`src/rtl/ex_mem_pkg.sv`:
```
// Shared types and default widths for the EX/MEM pipeline register.
// payload_t gives the field order used when the stage packs its payload.
package ex_mem_pkg;

  localparam int DATA_W_DEF = 32;
  localparam int REG_W_DEF  = 5;
  localparam int WB_W_DEF   = 2;

  typedef struct packed {
    logic branch;
    logic memread;
    logic memwrite;
  } mem_ctl_t;

  // Field order matches the concatenation packed by ex_mem_pipe.
  typedef struct packed {
    logic [WB_W_DEF-1:0]   wb;
    mem_ctl_t              m;
    logic                  zero;
    logic [DATA_W_DEF-1:0] add;
    logic [DATA_W_DEF-1:0] alu;
    logic [DATA_W_DEF-1:0] rdata2;
    logic [REG_W_DEF-1:0]  rd;
  } payload_t;

  localparam int PAYLOAD_W = $bits(payload_t);

endpackage

```
`src/rtl/ex_mem_pipe_skid.sv`:
```
// Valid/ready holding stage for an opaque payload.
// EX_MEM_SKID_EN selects a 2-entry skid buffer with registered in_ready.
module pipe_skid #(
  parameter int W = 8
) (
  input  logic         clk,
  input  logic         rst_n,
  input  logic         flush,
  input  logic         in_valid,
  output logic         in_ready,
  input  logic [W-1:0] in_data,
  output logic         out_valid,
  input  logic         out_ready,
  output logic [W-1:0] out_data
);

  // Handshake: a transfer happens on a rising edge where valid && ready;
  // valid never depends on ready, and data is stable while valid && !ready.
  logic         valid_q;
  logic [W-1:0] data_q;

  assign out_valid = valid_q;
  assign out_data  = data_q;

`ifdef EX_MEM_SKID_EN

  logic         skid_valid_q, skid_valid_d;
  logic [W-1:0] skid_q;
  logic         ready_q;
  logic         push, load_out;

  assign in_ready = ready_q;
  assign push     = in_valid && ready_q;
  // Output register may take new data when empty or being popped.
  assign load_out = !valid_q || out_ready;

  always_comb begin
    skid_valid_d = skid_valid_q;
    if (load_out) skid_valid_d = 1'b0;
    else if (push) skid_valid_d = 1'b1;
  end

  always_ff @(posedge clk or negedge rst_n) begin
    if (!rst_n) begin
      valid_q      <= 1'b0;
      data_q       <= '0;
      skid_valid_q <= 1'b0;
      skid_q       <= '0;
      ready_q      <= 1'b0;
    end else if (flush) begin
      valid_q      <= 1'b0;
      skid_valid_q <= 1'b0;
      ready_q      <= 1'b1;
    end else begin
      skid_valid_q <= skid_valid_d;
      ready_q      <= !skid_valid_d;
      if (load_out) begin
        if (skid_valid_q) begin
          data_q  <= skid_q;
          valid_q <= 1'b1;
        end else if (push) begin
          data_q  <= in_data;
          valid_q <= 1'b1;
        end else begin
          valid_q <= 1'b0;
        end
      end else if (push) begin
        skid_q <= in_data;
      end
    end
  end

`else

  assign in_ready = out_ready || !valid_q;

  always_ff @(posedge clk or negedge rst_n) begin
    if (!rst_n) begin
      valid_q <= 1'b0;
      data_q  <= '0;
    end else if (flush) begin
      valid_q <= 1'b0;
    end else if (in_ready) begin
      valid_q <= in_valid;
      if (in_valid) data_q <= in_data;
    end
  end

`endif

endmodule

```
`src/rtl/ex_mem_pipe.sv`:
```
// EX/MEM pipeline register: packs EX results into a handshaked stage and
// gates control outputs into bubbles when empty. Define EX_MEM_SKID_EN for the skid buffer.
module ex_mem_pipe
  import ex_mem_pkg::*;
#(
  parameter int DATA_W = DATA_W_DEF,
  parameter int REG_W  = REG_W_DEF,
  parameter int WB_W   = WB_W_DEF
) (
  input  logic              clk,
  input  logic              rst_n,
  input  logic              flush,
  input  logic              in_valid,
  output logic              in_ready,
  input  logic [WB_W-1:0]   ctlwb_in,
  input  logic [2:0]        ctlm_in,
  input  logic [DATA_W-1:0] adder_in,
  input  logic [DATA_W-1:0] aluout_in,
  input  logic [DATA_W-1:0] readdat2_in,
  input  logic              aluzero_in,
  input  logic [REG_W-1:0]  rd_in,
  output logic              out_valid,
  input  logic              out_ready,
  output logic [WB_W-1:0]   wb_ctlout,
  output logic              branch,
  output logic              memread,
  output logic              memwrite,
  output logic              zero,
  output logic [DATA_W-1:0] add_result,
  output logic [DATA_W-1:0] alu_result,
  output logic [DATA_W-1:0] rdata2out,
  output logic [REG_W-1:0]  rd_out,
  output logic              pcsrc
);

  localparam int PW = WB_W + 3 + 1 + 3 * DATA_W + REG_W;

  logic [PW-1:0]     in_pay, out_pay;
  logic [WB_W-1:0]   wb_q;
  mem_ctl_t          m_q;
  logic              zero_q;
  logic [DATA_W-1:0] add_q, alu_q, rd2_q;
  logic [REG_W-1:0]  rd_q;

  assign in_pay = {ctlwb_in, ctlm_in, aluzero_in, adder_in, aluout_in, readdat2_in, rd_in};

  pipe_skid #(.W(PW)) u_skid (
    .clk       (clk),
    .rst_n     (rst_n),
    .flush     (flush),
    .in_valid  (in_valid),
    .in_ready  (in_ready),
    .in_data   (in_pay),
    .out_valid (out_valid),
    .out_ready (out_ready),
    .out_data  (out_pay)
  );

  assign {wb_q, m_q, zero_q, add_q, alu_q, rd2_q, rd_q} = out_pay;

  // Control fields become a bubble when empty; data fields keep their last value.
  assign wb_ctlout  = out_valid ? wb_q : '0;
  assign branch     = out_valid && m_q.branch;
  assign memread    = out_valid && m_q.memread;
  assign memwrite   = out_valid && m_q.memwrite;
  assign pcsrc      = out_valid && m_q.branch && zero_q;
  assign zero       = zero_q;
  assign add_result = add_q;
  assign alu_result = alu_q;
  assign rdata2out  = rd2_q;
  assign rd_out     = rd_q;

endmodule

```
`config.mk`:
```
export PLATFORM = sky130hd
export DESIGN_NAME = ex_mem_pipe
export DESIGN_NICKNAME = d
export VERILOG_FILES = /design/src/rtl/ex_mem_pkg.sv /design/src/rtl/ex_mem_pipe_skid.sv /design/src/rtl/ex_mem_pipe.sv
export SDC_FILE = /design/constraint.sdc
export NUM_CORES = 1
export LEC_CHECK = 0
export BUFFER_PORTS_ARGS = -buffer_cell sky130_fd_sc_hd__buf_2
export CORE_UTILIZATION = 49
export DETAILED_ROUTE_END_ITERATION = 8
export GPL_TIMING_DRIVEN = 0
export HOLD_SLACK_MARGIN = 0.12
export PLACE_DENSITY = 0.83
export REMOVE_ABC_BUFFERS = 1
export SETUP_SLACK_MARGIN = 0.1
export SYNTH_ARGS = -nofsm -noshare
export SYNTH_HDL_FRONTEND = slang
export SYNTH_SLANG_ARGS = --single-unit
```
`constraint.sdc`:
```
create_clock -name clk -period 4.3 [get_ports clk]
set_input_delay 0.215 -clock clk [delete_from_list [all_inputs] [get_ports clk]]
set_output_delay 0.215 -clock clk [all_outputs]
set_load 0.005 [all_outputs]
```
# Yosys cells after proc, flatten, opt, wreduce, memory -nomap -nowiden
# Index checks and enable logic that the tools add are counted.
[totals]
input_bits = 112
word_cells = 14
out_inout_bits = 110
regBits = 108
[op_classes]
bitwise = 1
n_reduce_logical = 8
n_mux = 3
[ops]
columns = ["cell", "count"]
rows = [
  ["$logic_and 1x1->1", 4],
  ["$reduce_and 3->1", 1],
  ["$mux 1", 2],
  ["$mux 2", 1],
  ["$reduce_bool 2->1", 1],
  ["$logic_not 1->1", 1],
  ["$logic_or 1x1->1", 1],
  ["$not 1->1", 1],
]

# Depth between registers and ports, before layout
# Gate-level depths: netlist of the first run.
[depth]
ltp_word = 4
ltp_mapped = 6
ltp_nobuf = 3

# Hierarchy
# A second synthesis of the first run with hierarchy kept.
[hier_totals]
hier_cells = 238
area_unflattened_um2 = 4245.3
[modules_own_cells]
columns = ["module", "area_per_inst_um2", "seq_area_each_um2", "instances", "cells_per_inst"]
rows = [
  ["pipe_skid", 4201.5, 2702.6, 1, 232],
  ["ex_mem_pipe", 43.8, 0.0, 1, 6],
]

# Worst setup path after synthesis of the first run
# OpenSTA, ideal clock, no wires.
[synth_timing]
kind = "register to register"
startpoint = "register u_skid.valid_q, in the netlist u_skid.out_valid"
endpoint = "register u_skid.data_q[64], in the netlist u_skid.out_data[64]"
t_arrival_ns = 1.432
slack_ns = 2.743
setup_time_ns = 0.125
period_less_slack_ns = 1.557
t_required_ns = 4.175
n_path_buf = 3
stages_incl_launch_ff = 7
cell_sequence = "dfrtp_1 -> nor2b_4 -> nor3b_2 -> buf_6 -> buf_8 -> buf_12 -> mux2_4"
[synth_via]
elab_chain_len = 3
[synth_lines]
columns = ["item", "line", "source"]
rows = [
  ["from (decl)", "ex_mem_pipe_skid.sv:19", "logic valid_q;"],
  ["from (signal assigned)", "ex_mem_pipe_skid.sv:84", "valid_q <= in_valid;"],
  ["$logic_not 1->1", "ex_mem_pipe_skid.sv:75", "assign in_ready = out_ready || !valid_q;"],
  ["$logic_or 1x1->1", "ex_mem_pipe_skid.sv:75", ""],
  ["$reduce_and 3->1 (no source line)", "n/a", ""],
  ["to (signal assigned)", "ex_mem_pipe_skid.sv:85", "if (in_valid) data_q <= in_data;"],
  ["to (decl)", "ex_mem_pipe_skid.sv:20", "logic [W-1:0] data_q;"],
]
# No other way between the ends.
# A chain may end at the register's enable or synchronous reset.

# Worst setup path in the final report of the first run
[layout_timing]
startpoint = "register u_skid.valid_q, in the netlist u_skid.out_valid"
endpoint = "register u_skid.data_q[10], in the netlist u_skid.out_data[10]"
# The elaborated chain is that of the path after synthesis.

==> out/metrics.json, run 1 <==
{
  "timing": {
    "timing.hold.ws_ns": 0.440,
    "timing.clock.skew_ns": 0.00973,
    "setup-violations-final": 0,
    "layout_min_cycle_time_ns": 2.56,
    "hold_viol_final": 0,
    "max_freq_mhz": 391,
    "slew-limit-headroom": 0.360,
    "rsz0062_at_grt": "false",
    "max_slew.worst_pin.slew_ns": 0.958,
    "slew_viol_final": 0,
    "final.setup.worst_slack_ns": 1.74,
    "min_period_over_period": 0.595,
    "fin_setup_tns_ns": 0
  },
  "power_and_ir_drop": {
    "vdd_drop_max_uv": 420,
    "power_density_mw_per_mm2": 383,
    "power.leakage_nw": 3.35
  },
  "routing": {
    "vias": 3312,
    "vias_per_cell": 4.65,
    "routed_wire_length_per_instance_um": 16.8,
    "detail_route.first_pass.iterations": 4,
    "drtAntennaViolNets": 0,
    "route.detailed.drc": 0,
    "wirelength_um": 12000,
    "initialDrtViolationCount": 59
  },
  "clock_network": {
    "clkSlewWorstSetupHoldPaths_ns": 0.09,
    "post-cts-setup-buffers": 0,
    "clock_latency_ns": 0.38,
    "cts_hold_buffers": 110,
    "numCtsBuffers": 9,
    "cts_num_sinks": 108,
    "clockBufferDepth": 2,
    "htree_levels": 3,
    "clock_root_cell": "sky130_fd_sc_hd__clkbuf_8",
    "cts_resized": 0,
    "tritoncts_clock_tree": "yes"
  },
  "grt": {
    "wire_length_of_the_first_global_routing_pass_um": 17900,
    "grt_max_degree": 61,
    "groute.usage.overall": 0.229,
    "overflow": 0,
    "first_global_vias": 3651,
    "antenna_found_initial": 0
  },
  "yosys": {
    "combinational_family_with_the_most_area_after_synthesis": "multiplexers",
    "mean_post_synth_cell_area_um2": 14.7,
    "ys.warnings.count": 0,
    "post_synth_fa_ha_maj_area_fraction": 0,
    "synth_compound_gate_area_share": 0,
    "ys_top_cells_by_area": "sky130_fd_sc_hd__dfrtp_1, sky130_fd_sc_hd__mux2_2, sky130_fd_sc_hd__buf_4",
    "number_of_distinct_library_cell_variants_in_the_gate_level_netlist_after_synthesis": 13,
    "yosys.area.top_type_share": 0.541,
    "yosys.area.top_type": "sky130_fd_sc_hd__dfrtp_1",
    "synth.yosys.seq_area_share": 0.541,
    "post_synth_inst_count": 339,
    "synth.area.mux_share": 0.264,
    "synthesis_stage_register_bit_count": 108,
    "synth_area_mm2": 0.00499,
    "xor_xnor_share_of_the_synthesized_area": 0,
    "synth_simple_gate_area_share": 0.0143
  },
  "die": {
    "die_width_um": 103,
    "starting_density_of_the_core": 0.508,
    "io_pins": 222,
    "fp.dieArea_mm2": 0.0106,
    "rows": 36,
    "core_mm2": 0.00982,
    "floorplan.die.height_um": 103
  },
  "setup_path": {
    "worstPathRequired_ns": 4.56,
    "timing.rr.start": "u_skid.out_valid",
    "rr_endpoint": "u_skid.out_data[10]",
    "crit_path_capture_type": "flop",
    "timing.critical_path.mode_cell": "sky130_fd_sc_hd__buf_8",
    "series_of_cell_instances_along_the_critical_path": "nor2b_4 -> nor3b_4 -> buf_8 -> buf_8 -> buf_8 -> mux2_2",
    "worstRegToRegCells": 6,
    "worstSetupStartpointType": "flop",
    "worst-r2r-setup-slack_ns": 1.74,
    "critPathSlowestCell": "sky130_fd_sc_hd__nor3b_4",
    "critical-path-max-stage-delay_ns": 0.78,
    "cp_data_arrival_time_ns": 2.82,
    "cp_max_fo": 18,
    "critPathKind": "reg -> reg"
  },
  "finish": {
    "num_antenna_cells": 0,
    "mostFrequentLayoutCell": "sky130_fd_sc_hd__buf_2",
    "final_cell_area_mm2": 0.00685,
    "post_route_cells_drive_above_1_share": 0.605,
    "mostFrequentLayoutCells": "sky130_fd_sc_hd__buf_2, sky130_fd_sc_hd__dlygate4sd3_1, sky130_fd_sc_hd__dfrtp_1",
    "syn_to_layout_area_delta_pct": 37.2,
    "n_fill_cell": 677,
    "design.final.nets": 687
  },
  "worst_hold_path": {
    "hold_start": "in_valid",
    "hold-path-endpoint": "u_skid.out_data[75]",
    "hold-path-cell-count": 3,
    "hold_class": "in -> reg"
  },
  "place": {
    "io_buffers": 221,
    "post-dp-hpwl_um": 6980,
    "placement.cell_area_mm2": 0.00552,
    "post-place-ws_ns": 1.75,
    "gp_routability_congestion": 0.779
  },
  "outcome": {
    "status": "finished, final reports clean"
  },
  "job": {
    "drv_cap": 0
  }
}
## worst max-delay path, delay by kind of cell (launching register included)
family	cells	cell delay, ns
multiplexers	1	0.36
flip-flops	1	0.45
AND/OR/NAND/NOR	2	0.95
buffers and inverters	3	0.68
## metrics by stage
stage | cells | total power, W | util
floorplan | 226 | 0.00154 | -
global placement | 580 | 0.00180 | 0.547
detailed placement | 587 | 0.00183 | 0.562
CTS | 713 | 0.00263 | 0.698
global route | 713 | 0.00276 | 0.698
finish | 713 | 0.00263 | 0.698
## cell usage after synthesis
| master | count |
|---|---|
| sky130_fd_sc_hd__and2_1 | 5 |
| sky130_fd_sc_hd__and3_1 | 1 |
| sky130_fd_sc_hd__buf_12 | 3 |
| sky130_fd_sc_hd__buf_4 | 108 |
| sky130_fd_sc_hd__buf_6 | 1 |
| sky130_fd_sc_hd__buf_8 | 1 |
| sky130_fd_sc_hd__dfrtp_1 | 108 |
| sky130_fd_sc_hd__inv_1 | 1 |
| sky130_fd_sc_hd__mux2_2 | 77 |
| sky130_fd_sc_hd__mux2_4 | 30 |
| sky130_fd_sc_hd__nor2_1 | 2 |
| sky130_fd_sc_hd__nor2b_4 | 1 |
| sky130_fd_sc_hd__nor3b_2 | 1 |
## area by class of cell
cell class	count	area, µm²	share of cell area
clock buffer	11	131	0.0192
clock inverter	5	100	0.0146
inverter	1	3.75	0.000548
multi-input combinational	117	1400	0.204
tap	133	166	0.0243
timing repair buffer	338	2350	0.343
sequential	108	2700	0.394
## cell families after synthesis
logic type / Yosys count
buf+inv: 114
mux: 107
flops: 108
simple gates: 10
## report_power, final
part           switching [W]  internal, W
combinational       0.000226     0.000396
clock               0.000332     0.000386
sequential         0.0000995      0.00119
## per-layer routing
layer | GRT usage | wire (µm) | up-vias
met4 | 0.118 | 378 | 0
met5 | 0 | 0 | -
li1 | - | - | 1497
met3 | 0.0712 | 855 | 35
met1 | 0.230 | 4380 | 1611
met2 | 0.423 | 6380 | 169
## flip-flops by register name, indices dropped and copies added, names as in the netlist
register and count:
u_skid.out_data 107, u_skid.out_valid 1
## worst max path at each step
| stage | slack, ns | depth (start not counted) | end | from |
|---|---|---|---|---|
| 6_report | 1.74 | 6 | u_skid.out_data[10] | u_skid.out_valid |
| 5_1_grt | 1.60 | 6 | u_skid.out_data[10] | u_skid.out_valid |
| 4_1_cts | 1.75 | 6 | u_skid.out_data[48] | u_skid.out_valid |
| 3_5_place_dp | 1.75 | 6 | u_skid.out_data[10] | u_skid.out_valid |
| 3_3_place_gp | -3.25 | 3 | u_skid.out_data[54] | u_skid.out_valid |
| 2_1_floorplan | -1.81 | 3 | u_skid.out_data[0] | u_skid.out_valid |
Power figures use the tool's default switching activity.
==> inputs of run 2 (changes only) <==
--- a/config.mk
+++ b/config.mk
@@ -6,11 +6,11 @@
 export NUM_CORES = 1
 export LEC_CHECK = 0
 export BUFFER_PORTS_ARGS = -buffer_cell sky130_fd_sc_hd__buf_2
-export CORE_UTILIZATION = 49
+export CORE_UTILIZATION = 43
 export DETAILED_ROUTE_END_ITERATION = 8
 export GPL_TIMING_DRIVEN = 0
 export HOLD_SLACK_MARGIN = 0.12
-export PLACE_DENSITY = 0.83
+export PLACE_DENSITY = 0.77
 export REMOVE_ABC_BUFFERS = 1
 export SETUP_SLACK_MARGIN = 0.1
 export SYNTH_ARGS = -nofsm -noshare
==> constraint.sdc (replaced) <==
create_clock -name clk -period 2.3 [get_ports clk]
set_input_delay 0.115 -clock clk [delete_from_list [all_inputs] [get_ports clk]]
set_output_delay 0.115 -clock clk [all_outputs]
set_load 0.005 [all_outputs]
==> run 2 against run 1 <==
  * Sequential share of layout area fell by 0.73 points
  * Worst setup slack got worse by 1.5 ns
  * Register-to-register slack worse by 1.5 ns
  * Combinational power rose by 86%
  * Non-clock buffer count is 3 higher
  * Design area increased by 1.9%
  * Largest power group unchanged
  * Critical endpoint is now u_skid.out_data[16]
  * Cell count rose by 1.4%
  * Clock power rose by 120%
  * Die area rose by 14%
  * Via count shrank 1.4%
  * Wire length down 4.3%
  * Total power up 95%
==> out/metrics.json, run 2 (same netlist as run 1, synthesis figures left out) <==
{
  "worst_hold_path": {
    "hold_class": "in -> async"
  },
  "die": {
    "core_mm2": 0.0111,
    "rows": 38,
    "io_pins": 222,
    "floorplan.die.height_um": 110,
    "die_width_um": 110,
    "fp.dieArea_mm2": 0.0120,
    "starting_density_of_the_core": 0.451
  },
  "setup_path": {
    "timing.rr.start": "u_skid.out_valid",
    "worstPathRequired_ns": 2.53,
    "endpoint": "u_skid.out_data[16]",
    "worstRegToRegCells": 7,
    "crit_path_capture_type": "flop",
    "worst-r2r-setup-slack_ns": 0.27,
    "cp_data_arrival_time_ns": 2.26,
    "rr_endpoint": "u_skid.out_data[16]",
    "cp_max_fo": 18,
    "start_point_of_the_critical_path": "u_skid.out_valid",
    "critPathKind": "reg -> reg",
    "worstSetupStartpointType": "flop"
  },
  "grt": {
    "grt_max_degree": 62,
    "first_global_vias": 3489,
    "overflow": 0,
    "groute.usage.overall": 0.193,
    "wire_length_of_the_first_global_routing_pass_um": 17100,
    "antenna_found_initial": 0
  },
  "place": {
    "placement.cell_area_mm2": 0.00555,
    "io_buffers": 221,
    "post-place-ws_ns": 0.0356,
    "gp_routability_congestion": 0.687,
    "placed_cells": 594,
    "post-dp-hpwl_um": 6970
  },
  "routing": {
    "vias": 3265,
    "initialDrtViolationCount": 106,
    "route.detailed.drc": 0,
    "wirelength_um": 11500,
    "drtAntennaViolNets": 0,
    "vias_per_cell": 4.52,
    "routed_wire_length_per_instance_um": 15.9,
    "detail_route.first_pass.iterations": 5
  },
  "clock_network": {
    "tritoncts_clock_tree": "yes",
    "clock_latency_ns": 0.35,
    "numCtsBuffers": 9,
    "clkSlewWorstSetupHoldPaths_ns": 0.06,
    "cts_num_sinks": 108,
    "clock_root_cell": "sky130_fd_sc_hd__clkbuf_16",
    "cts_resized": 0,
    "clockBufferDepth": 2,
    "htree_levels": 3
  },
  "finish": {
    "design.final.nets": 690,
    "syn_to_layout_area_delta_pct": 39.8,
    "post_route_cells_drive_above_1_share": 0.609,
    "mostFrequentLayoutCells": "sky130_fd_sc_hd__buf_2, sky130_fd_sc_hd__dlygate4sd3_1, sky130_fd_sc_hd__dfrtp_1",
    "mostFrequentLayoutCell": "sky130_fd_sc_hd__buf_2",
    "number_of_flip_flops_under_the_largest_register_name": 107,
    "finish.cell_count_without_fillers": 723,
    "final_cell_area_mm2": 0.00698,
    "num_antenna_cells": 0
  },
  "timing": {
    "timing.clock.skew_ns": 0.00430,
    "hold_viol_final": 0,
    "slew-limit-headroom": 0.582,
    "min_period_over_period": 0.885,
    "max_slew.worst_pin.slew_ns": 0.627,
    "final.setup.worst_slack_ns": 0.265,
    "slew_viol_final": 0,
    "setup-violations-final": 0,
    "max_freq_mhz": 491,
    "rsz0062_at_grt": "false",
    "layout_min_cycle_time_ns": 2.03
  },
  "outcome": {
    "status": "finished, final reports clean"
  },
  "power_and_ir_drop": {
    "vdd_drop_max_uv": 646,
    "report.power.total_w": 0.00513,
    "power_density_mw_per_mm2": 735,
    "power.leakage_nw": 3.40
  },
  "job": {
    "drv_cap": 0
  }
}
run 2: what timing repair did:
action | 4_1_cts | 5_1_grt
buffers inserted | 3 | 0
endpoints found under the hold margin | 155 | 0
setup endpoints to repair | 38 | 0
hold buffers | 110 | 0
run 2: worst min path at each step:
| stage | start | end | slack (ns) | cells past startpoint |
|---|---|---|---|---|
| global placement | flush | u_skid.out_valid | 0.30 | 2 |
| detailed placement | rst_n | u_skid.out_data[89] | 0.18 | 1 |
| global route | rst_n | u_skid.out_data[69] | 0.36 | 2 |
| finish | rst_n | u_skid.out_data[69] | 0.32 | 2 |
| floorplan | rst_n | u_skid.out_data[0] | -0.18 | 0 |
| CTS | rst_n | u_skid.out_data[69] | 0.33 | 2 |
run 2: where the power goes:
| group | internal, W | total [W] | switching, W | leakage [nW] |
|---|---|---|---|---|
| Sequential | 0.00222 | 0.00240 | 0.000177 | 1.27 |
| Combinational | 0.000748 | 0.00116 | 0.000416 | 1.98 |
| Clock | 0.000900 | 0.00157 | 0.000666 | 0.149 |
| Total | 0.00387 | 0.00513 | 0.00126 | 3.40 |
run 2: critical path, stage by stage (launching register included):
cell and delay, ns:
sky130_fd_sc_hd__dfrtp_1 0.46, sky130_fd_sc_hd__nor2b_4 0.18, sky130_fd_sc_hd__nor3b_4 0.20, sky130_fd_sc_hd__buf_4 0.16, sky130_fd_sc_hd__buf_16 0.16, sky130_fd_sc_hd__buf_8 0.20, sky130_fd_sc_hd__buf_16 0.18, sky130_fd_sc_hd__mux2_2 0.35
run 2: cell type report:
class	count	area (µm²)
well taps	140	175
fillers	763	4100
clock buffers	12	256
repair buffers	341	2400
inverters	1	3.75
multi-input cells	117	1400
clock inverters	4	47.5
flip-flops and latches	108	2700
run 2: metal layers:
metal | up-vias | wire length (µm) | GRT usage
li1 | 1506 | - | -
met5 | - | 0 | 0
met4 | 0 | 243 | 0.0838
met1 | 1581 | 4330 | 0.202
met2 | 157 | 6000 | 0.355
met3 | 21 | 913 | 0.0587
run 2: metrics by stage:
stage | setup TNS (ns) | util | hold slack [ns]
2_1_floorplan | -405.70 | - | -0.181
3_5_place_dp | 0 | 0.501 | 0.178
3_3_place_gp | -562.51 | 0.485 | 0.299
6_report | 0 | 0.630 | 0.323
5_1_grt | 0 | 0.630 | 0.363
4_1_cts | 0 | 0.630 | 0.332
